$ cat src/rtl/packet_tx_sched.sv
// rtl/packet_tx_sched.sv - round-robin scheduler sharing one UART packet transmitter among N requesters
module packet_tx_sched #(
  parameter int N            = 4,
  parameter int MAX_LEN      = 32,
  parameter int BUSY_TIMEOUT = 16,
  parameter int GAP_CYCLES   = 4
) (
  input  logic             clock,
  input  logic             reset_n,
  input  logic [N-1:0]     req,
  input  logic [8*N-1:0]   req_cmd,
  input  logic [16*N-1:0]  req_len,
  input  logic [256*N-1:0] req_payload,
  output logic [N-1:0]     gnt,
  output logic [N-1:0]     ack,
  output logic [N-1:0]     err,
  output logic [7:0]       tx_cmd,
  output logic [15:0]      tx_len,
  output logic [255:0]     tx_payload,
  output logic             tx_send,
  input  logic             tx_busy,
  output logic             active
);

  localparam int PW       = (N > 1) ? $clog2(N) : 1;
  localparam int TW       = $clog2(BUSY_TIMEOUT + 1);
  localparam int GW       = $clog2(GAP_CYCLES + 2);
  localparam int GAP_LAST = (GAP_CYCLES > 1) ? GAP_CYCLES - 1 : 0;

  typedef enum logic [2:0] {
    ST_IDLE,
    ST_SEND,
    ST_WAIT_START,
    ST_WAIT_END,
    ST_DONE,
    ST_FAIL,
    ST_GAP
  } state_t;

  state_t         state;
  state_t         state_next;
  logic [PW-1:0]  ptr;
  logic [PW-1:0]  cand;
  logic [PW-1:0]  win_idx;
  logic           win_found;
  logic [N-1:0]   sel;
  logic [TW-1:0]  to_cnt;
  logic [GW-1:0]  gap_cnt;
  logic [15:0]    win_len;
  logic           len_bad;
  logic           to_expired;
  logic           gap_done;
  logic           granted;

  // Scan upward from the requester after the last winner, wrapping at N.
  always_comb begin
    win_found = 1'b0;
    win_idx   = '0;
    cand      = '0;
    for (int k = 1; k <= N; k++) begin
      cand = PW'((int'(ptr) + k) % N);
      if (!win_found && req[cand]) begin
        win_found = 1'b1;
        win_idx   = cand;
      end
    end
  end

  assign win_len    = req_len[{win_idx, 4'b0} +: 16];
  assign len_bad    = {16'd0, win_len} > 32'(MAX_LEN);
  assign to_expired = to_cnt == TW'(BUSY_TIMEOUT - 1);
  assign gap_done   = gap_cnt == GW'(GAP_LAST);

  always_ff @(posedge clock or negedge reset_n) begin
    if (!reset_n) state <= ST_IDLE;
    else          state <= state_next;
  end

  always_comb begin
    state_next = state;
    case (state)
      ST_IDLE:       if (win_found) state_next = len_bad ? ST_FAIL : ST_SEND;
      ST_SEND:       state_next = ST_WAIT_START;
      // Busy takes priority over an expiring counter.
      ST_WAIT_START: begin
        if (tx_busy)         state_next = ST_WAIT_END;
        else if (to_expired) state_next = ST_FAIL;
      end
      ST_WAIT_END:   if (!tx_busy) state_next = ST_DONE;
      ST_DONE:       state_next = ST_GAP;
      ST_FAIL:       state_next = ST_GAP;
      ST_GAP:        if (gap_done) state_next = ST_IDLE;
      default:       state_next = ST_IDLE;
    endcase
  end

  always_ff @(posedge clock or negedge reset_n) begin
    if (!reset_n) begin
      ptr        <= PW'(N - 1);
      sel        <= '0;
      tx_cmd     <= '0;
      tx_len     <= '0;
      tx_payload <= '0;
      to_cnt     <= '0;
      gap_cnt    <= '0;
    end else begin
      if (state == ST_IDLE && win_found) begin
        ptr        <= win_idx;
        sel        <= N'(1) << win_idx;
        tx_cmd     <= req_cmd[{win_idx, 3'b0} +: 8];
        tx_len     <= win_len;
        tx_payload <= req_payload[{win_idx, 8'b0} +: 256];
      end
      if (state == ST_SEND)            to_cnt <= '0;
      else if (state == ST_WAIT_START) to_cnt <= to_cnt + 1'b1;
      if (state == ST_GAP && !gap_done) gap_cnt <= gap_cnt + 1'b1;
      else                              gap_cnt <= '0;
    end
  end

  assign granted = (state == ST_SEND) || (state == ST_WAIT_START) || (state == ST_WAIT_END) ||
                   (state == ST_DONE) || (state == ST_FAIL);
  assign gnt     = granted ? sel : '0;
  assign ack     = (state == ST_DONE) ? sel : '0;
  assign err     = (state == ST_FAIL) ? sel : '0;
  assign tx_send = state == ST_SEND;
  assign active  = state != ST_IDLE;

endmodule

$ cat config.mk
export PLATFORM = sky130hd
export DESIGN_NAME = packet_tx_sched
export DESIGN_NICKNAME = d
export VERILOG_FILES = /design/src/rtl/packet_tx_sched.sv
export SDC_FILE = /design/constraint.sdc
export NUM_CORES = 1
export LEC_CHECK = 0
export ABC_AREA = 1
export BUFFER_PORTS_ARGS = -buffer_cell sky130_fd_sc_hd__buf_2
export CORE_AREA = 2 2 553 555
export DETAILED_ROUTE_END_ITERATION = 7
export DIE_AREA = 0 0 555 557
export GPL_ROUTABILITY_DRIVEN = 0
export PLACE_DENSITY_LB_ADDON = 0.2
export SLEW_MARGIN = 20
export SYNTH_ARGS = -nofsm -noshare
export SYNTH_HDL_FRONTEND = slang
export SYNTH_SLANG_ARGS = --single-unit
$ cat constraint.sdc
create_clock -name clock -period 4.4 [get_ports clock]
set_input_delay 0.44 -clock clock [delete_from_list [all_inputs] [get_ports clock]]
set_output_delay 0.44 -clock clock [all_outputs]
set_load 0.05 [all_outputs]
# After elaboration in Yosys (flattened, before gate mapping)
# Cells that the tools add are included.
dict set report word_totals {
  regBits 297
  input_bits 1127
  elab_cells 82
}
dict set report classes {
  addsub 6
  magnitude_cmp 5
  eq_ne 12
  shifts 4
  mux 29
  n_reduce_logical 18
}
# op count
set op_table {}
lappend op_table {{variable part select 1024 x 11 -> 256 bit} 1}
lappend op_table {{variable part select 64 x 7 -> 16 bit} 1}
lappend op_table {{variable part select 32 x 6 -> 8 bit} 1}
lappend op_table {{2-to-1 mux 3 bit} 7}
lappend op_table {{one-hot mux 3 bit (6 select lines)} 1}
lappend op_table {{> comparator 16 x 6 -> 1 bit, second input constant} 1}
lappend op_table {{less-than comparator 2 x 3 -> 1 bit, second input constant} 4}
lappend op_table {{2-to-1 mux 4 bit} 3}
lappend op_table {{2-to-1 mux 5 bit} 2}
lappend op_table {{equality test 3 x 2 -> 1 bit, second input constant} 3}
lappend op_table {{equality test 3 bit, second input constant} 3}
lappend op_table {{binary-select mux 1 bit (select 2 bit)} 4}
lappend op_table {{2-to-1 mux 1 bit} 8}
lappend op_table {{2-to-1 mux 2 bit} 4}
lappend op_table {{!= test 2 bit, second input constant} 3}
lappend op_table {{adder 5 x 1 -> 5 bit, second input constant} 1}
lappend op_table {{equality test 5 x 4 -> 1 bit, second input constant} 1}
lappend op_table {{logical AND 1 bit} 5}
lappend op_table {{adder 2 x 1 -> 2 bit, second input constant} 2}
lappend op_table {{adder 2 bit, second input constant} 2}
lappend op_table {{logical NOT 1 bit} 4}
lappend op_table {{logical OR 1 bit} 4}
lappend op_table {{AND reduction 4 bit} 1}
lappend op_table {{<< shifter 1 x 2 -> 4 bit, first input constant} 1}
lappend op_table {{7 further kinds} 7}

# Longest topological paths before layout
dict set report depth {
  depth_word 18
  depth_mapped 24
  mapped_depth_nobuf 22
}

# Worst setup path before layout
# OpenSTA, ideal clock, no wires.
dict set report synth_timing {
  kind {reg-to-output}
  startpoint {reg state[2]}
  endpoint {out gnt[0]}
  arrival_time_ps 2381
  required_time_ps 3960
  setup_slack_ps 1579
  stages_incl_launch_ff 8
  n_path_buf 0
  cell_sequence {dfrtp_1 > nor3_1 > inv_1 > nand2_1 > inv_1 > nand3_1 > nand2_1 > inv_1}
}
dict set report synth_via {
  elab_chain_len 6
}
# item line
set synth_rtl {}
lappend synth_rtl {{from (decl)} 40} ;# state_t state;
lappend synth_rtl {{from (signal assigned)} 76} ;# else state <= state_next;
lappend synth_rtl {{equality test 3 x 1 -> 1 bit} -}
lappend synth_rtl {{named net tx_send} 20} ;# output logic tx_send,
lappend synth_rtl {{logical OR 1 bit (3 in series)} 121} ;# assign granted = (state == ST_SEND) || (state == ST_WAIT_START) || (state == ST_WAIT_END) ||
lappend synth_rtl {{logical OR 1 bit} 122} ;# (state == ST_DONE) || (state == ST_FAIL);
lappend synth_rtl {{2-to-1 mux 4 bit} 123} ;# assign gnt = granted ? sel : '0;
lappend synth_rtl {{to (decl)} 14} ;# output logic [N-1:0] gnt,
# The timed path passes the listed nets, and every way through them passes these cells.

# Worst setup path after layout
dict set report layout_timing {
  startpoint {reg ptr[0]}
  endpoint {reg tx_payload[186]}
}
dict set report layout_via {
  elab_chain_len 14
}
# item line
set layout_rtl {}
lappend layout_rtl {{from (decl)} 42} ;# logic [PW-1:0] ptr;
lappend layout_rtl {{from (signal assigned)} 99} ;# ptr <= PW'(N - 1);
lappend layout_rtl {{from (signal assigned)} 108} ;# ptr <= win_idx;
lappend layout_rtl {{adder 2 x 1 -> 2 bit} 61} ;# cand = PW'((int'(ptr) + k) % N);
lappend layout_rtl {{binary-select mux 1 bit (select 2 bit)} 62} ;# if (!win_found && req[cand]) begin
lappend layout_rtl {{2-to-1 mux 1 bit (implied by the code)} 62}
lappend layout_rtl {{2-to-1 mux 1 bit} 62}
lappend layout_rtl {{logical NOT 1 bit} 62}
lappend layout_rtl {{logical AND 1 bit} 62}
lappend layout_rtl {{2-to-1 mux 1 bit} 62}
lappend layout_rtl {{logical NOT 1 bit} 62}
lappend layout_rtl {{logical AND 1 bit} 62}
lappend layout_rtl {{2-to-1 mux 1 bit} 62}
lappend layout_rtl {{logical NOT 1 bit} 62}
lappend layout_rtl {{logical AND 1 bit} 62}
lappend layout_rtl {{2-to-1 mux 2 bit or 2-to-1 mux 1 bit (tied branches)} 62}
lappend layout_rtl {{variable part select 1024 x 11 -> 256 bit or logical AND 1 bit (tied branches)} {112, 107}}
lappend layout_rtl {{to (signal assigned)} 112} ;# tx_payload <= req_payload[{win_idx, 8'b0} +: 256];
lappend layout_rtl {{to (decl)} 19} ;# output logic [255:0] tx_payload,
# Parallel ways exist; a longest one is shown, timed or not. The select of a mux whose other input is x is not followed.
# A chain may end at the register's enable or synchronous reset.

==> flow_summary.ini <==
[run_status]
status = complete, no violations

[drt]
drt_iter0_drc = 1779
finalWirelength_mm = 204.6
drt-pass1-iter-count = 5
drc = 0
num_vias = 25247
wl_per_cell_um = 25.89
postRouteAntennaNets = 0
viasPerCell = 3.195

[sta]
fin_crit_ns = 3.999
hold_violations = 0
max_slew_margin = 0.3799
period_share = 0.9089
setup_viol = 0
final.setup.tns_ns = 0
slew_viol_final = 0
max_freq_mhz = 250.1
rsz0062_at_grt = false
finalClockSkew_ns = 0.02781
worstMarginPinSlew_ns = 0.9301
hold_ws_ns = 0.08694

[clock_network]
cts_made_buffers = 47
htreeDepth = 2
worstSkewPairLatency_ns = 0.68
cts_buffer_depth = 3
post-cts-setup-buffers = 0
clk_pin_slew_ns = 0.06
cts_root_buf = clkbuf_16
clock_sinks = 297
tritoncts = done

[placed_design]
place_hpwl_mm = 177.6
port_buffers = 1420
place_area_um2 = 29520
dpl.cell_count = 7651

[min_path]
hp-class = input port to flip-flop
min_from = req_payload[793]

[yosys]
syn-num-nets = 3470
netlist_area_um2 = 17420
yosysSeqAreaShare = 0.4269
synth.distinct_cells = 36
yosys-top-cells-area = dfrtp_1, nand2_1, a22oi_1, a31oi_1, nor2_1
synth_top_area_share = 0.4239
synth_seq_cells = 297
synth_edf_count = 0
yosysMostFrequentCell = nand2_1
yosysTopAreaCell = dfrtp_1
async_flop_share = 1.000
synthTopCellsByCount = nand2_1, dfrtp_1, a22oi_1, nor2_1, a31oi_1
ys.flop_type = dfrtp_1
yosysWarnings = 0
syn_inst = 2339
syn_avg_cell_area_um2 = 7.446

[power_and_ir_drop]
p_sw_mw = 21.68
power.total_mw = 34.86
intPower_mw = 13.18
combPwrFrac = 0.739
pwr-share-seq = 0.146
power-per-cell-area_nw_per_um2 = 1077
p_leak_nw = 14.65
p_clk_frac = 0.116
ir_drop_v = 0.0006687
power_switching_share = 0.6220

[global_route]
grt_pass1_wl_mm = 257.9
grt_max_degree = 99
grt_usage = 0.1264
grt_pass1_vias = 25550
antenna_found_initial = 157
gr-total-overflow = 0

[finish]
stdcell_count = 7902
finalNetCount = 4948
syn_to_final_growth_pct = 85.85
drive_gt1_frac = 0.4173
design_area_um2 = 32370

[setup_path]
reg2reg_from = ptr[0]
cp_slowest_cell = dfstp_2
startpoint_type = flip-flop
slowest_delay_ns = 0.67
critPathCaptureType = flip-flop
worstPathMaxFanout = 38
path_cells = inv_4 > nand2_1 > nand2_1 > nand2_1 > nand2_2 > inv_2 > nand3_2 > nand3_2 > buf_6 > nand2_1 > clkinv_8 > buf_12 > buf_4 > nand2_1 > a41oi_1 > dlygate4sd3_1
arrival_ns = 4.58
timing.critical_path.mode_cell = nand2_1
worstSetupPathType = flip-flop to flip-flop
critPathRequiredTime_ns = 4.99
startpoint = ptr[0]

[flow_run]
cap_violations = 0

[floorplanning]
initial_core_util = 0.05728
coreArea_um2 = 304000
pin_count = 1421
die_h_um = 557
row_count = 203
die_width_um = 555
die_area_um2 = 309100
cells in the final DEF (no fill, tap or decap), types with 2 or more instances in the layout:
cell,count
buf_2,1419
nand2_1,979
dfrtp_1,295
a22oi_1,285
nor2_1,199
a31oi_1,136
nand4_1,116
dlygate4sd3_1,114
buf_4,63
diode_2,52
clkbuf_16,49
a41oi_1,36
inv_1,32
buf_12,20
nand3_1,13
clkbuf_8,13
o21ai_0,12
clkbuf_1,11
nand2_2,7
clkinv_2,7
inv_2,5
a21oi_1,4
ha_1,4
nor2_4,3
nand2_4,3
clkinvlp_4,3
nor3_1,2
nand3_2,2
inv_8,2
bufinv_16,2
dfstp_2,2
area by class of cell:
type,count,area (µm²)
diodes,52,130.1
clock buffers,73,1446
clock inverters,12,117.6
fillers,35720,271700
inverters,41,183.9
multi-input cells,1812,8911
flip-flops and latches,297,7435
well taps,3997,5001
repair buffers,1618,9143
sequential cells by signal, indices dropped and copies added, names as in the netlist:
register and count:
tx_payload 256, ptr 2, tx_cmd 8, to_cnt 5, state 3, tx_len 16
sel 4, gap_cnt 3
power groups by stage:
| stage | clock network, mW | registers (mW) | logic, mW |
|---|---|---|---|
| final | 4.03 | 5.08 | 25.7 |
| after global routing | 4.30 | 5.25 | 27.8 |
| after CTS | 4.23 | 5.12 | 26.2 |
| after detailed placement | 0 | 5.14 | 25.7 |
| after global placement | 0 | 5.11 | 25.8 |
| after floorplan | 0 | 9.11 | 10.9 |
worst paths after layout:
kind	cells past startpoint	end	slack [ns]
max	16	tx_payload[186]	0.40
min	3	tx_payload[25]	0.09
max reg2reg	16	tx_payload[186]	0.40
min reg2reg	1	gap_cnt[0]	0.44
max in group asynchronous	3	tx_payload[5]	2.91
min in group asynchronous	2	tx_payload[180]	0.37
critical path: cells and delay by family, from the launching register on:
| family | cells | cell delay, ns |
|---|---|---|
| AND/OR/NAND/NOR | 8 | 1.17 |
| flip-flops | 1 | 0.67 |
| AO/OA/AOI/OAI | 1 | 0.20 |
| buffers and inverters | 7 | 1.79 |
repair_timing:
item	CTS	global route
resized for setup	0	2
hold endpoints to repair	141	0
hold buffers	114	0
endpoints found under the setup margin	0	4
cells by family (layout without fill, tap and decap cells):
kind of cell,count (synthesis),after routing,share of synthesized area
simple gates,1330,1330,0.3114
compound gates,478,478,0.1966
flops,297,297,0.4269
buf+inv,230,1744,0.06222
fa+ha+maj,4,4,0.002874
other cells,0,52,0
per-stage QoR:
step,util,worst slack (ns)
floorplan,-,1.579
global placement,0.09711,0.5934
detailed placement,0.09711,0.6389
CTS,0.1060,0.1962
global route,0.1062,0.08352
finish,0.1065,0.4009
routing by layer:
layer / vias up / global-route usage / part of all wire
met2: 1548 / 0.1994 / 0.44
met5: - / 0 / 0.0044
met4: 134 / 0.04547 / 0.044
met1: 11956 / 0.1391 / 0.37
li1: 11174 / - / -
met3: 435 / 0.07517 / 0.14
Note: power is estimated with default switching activity, not from simulation.
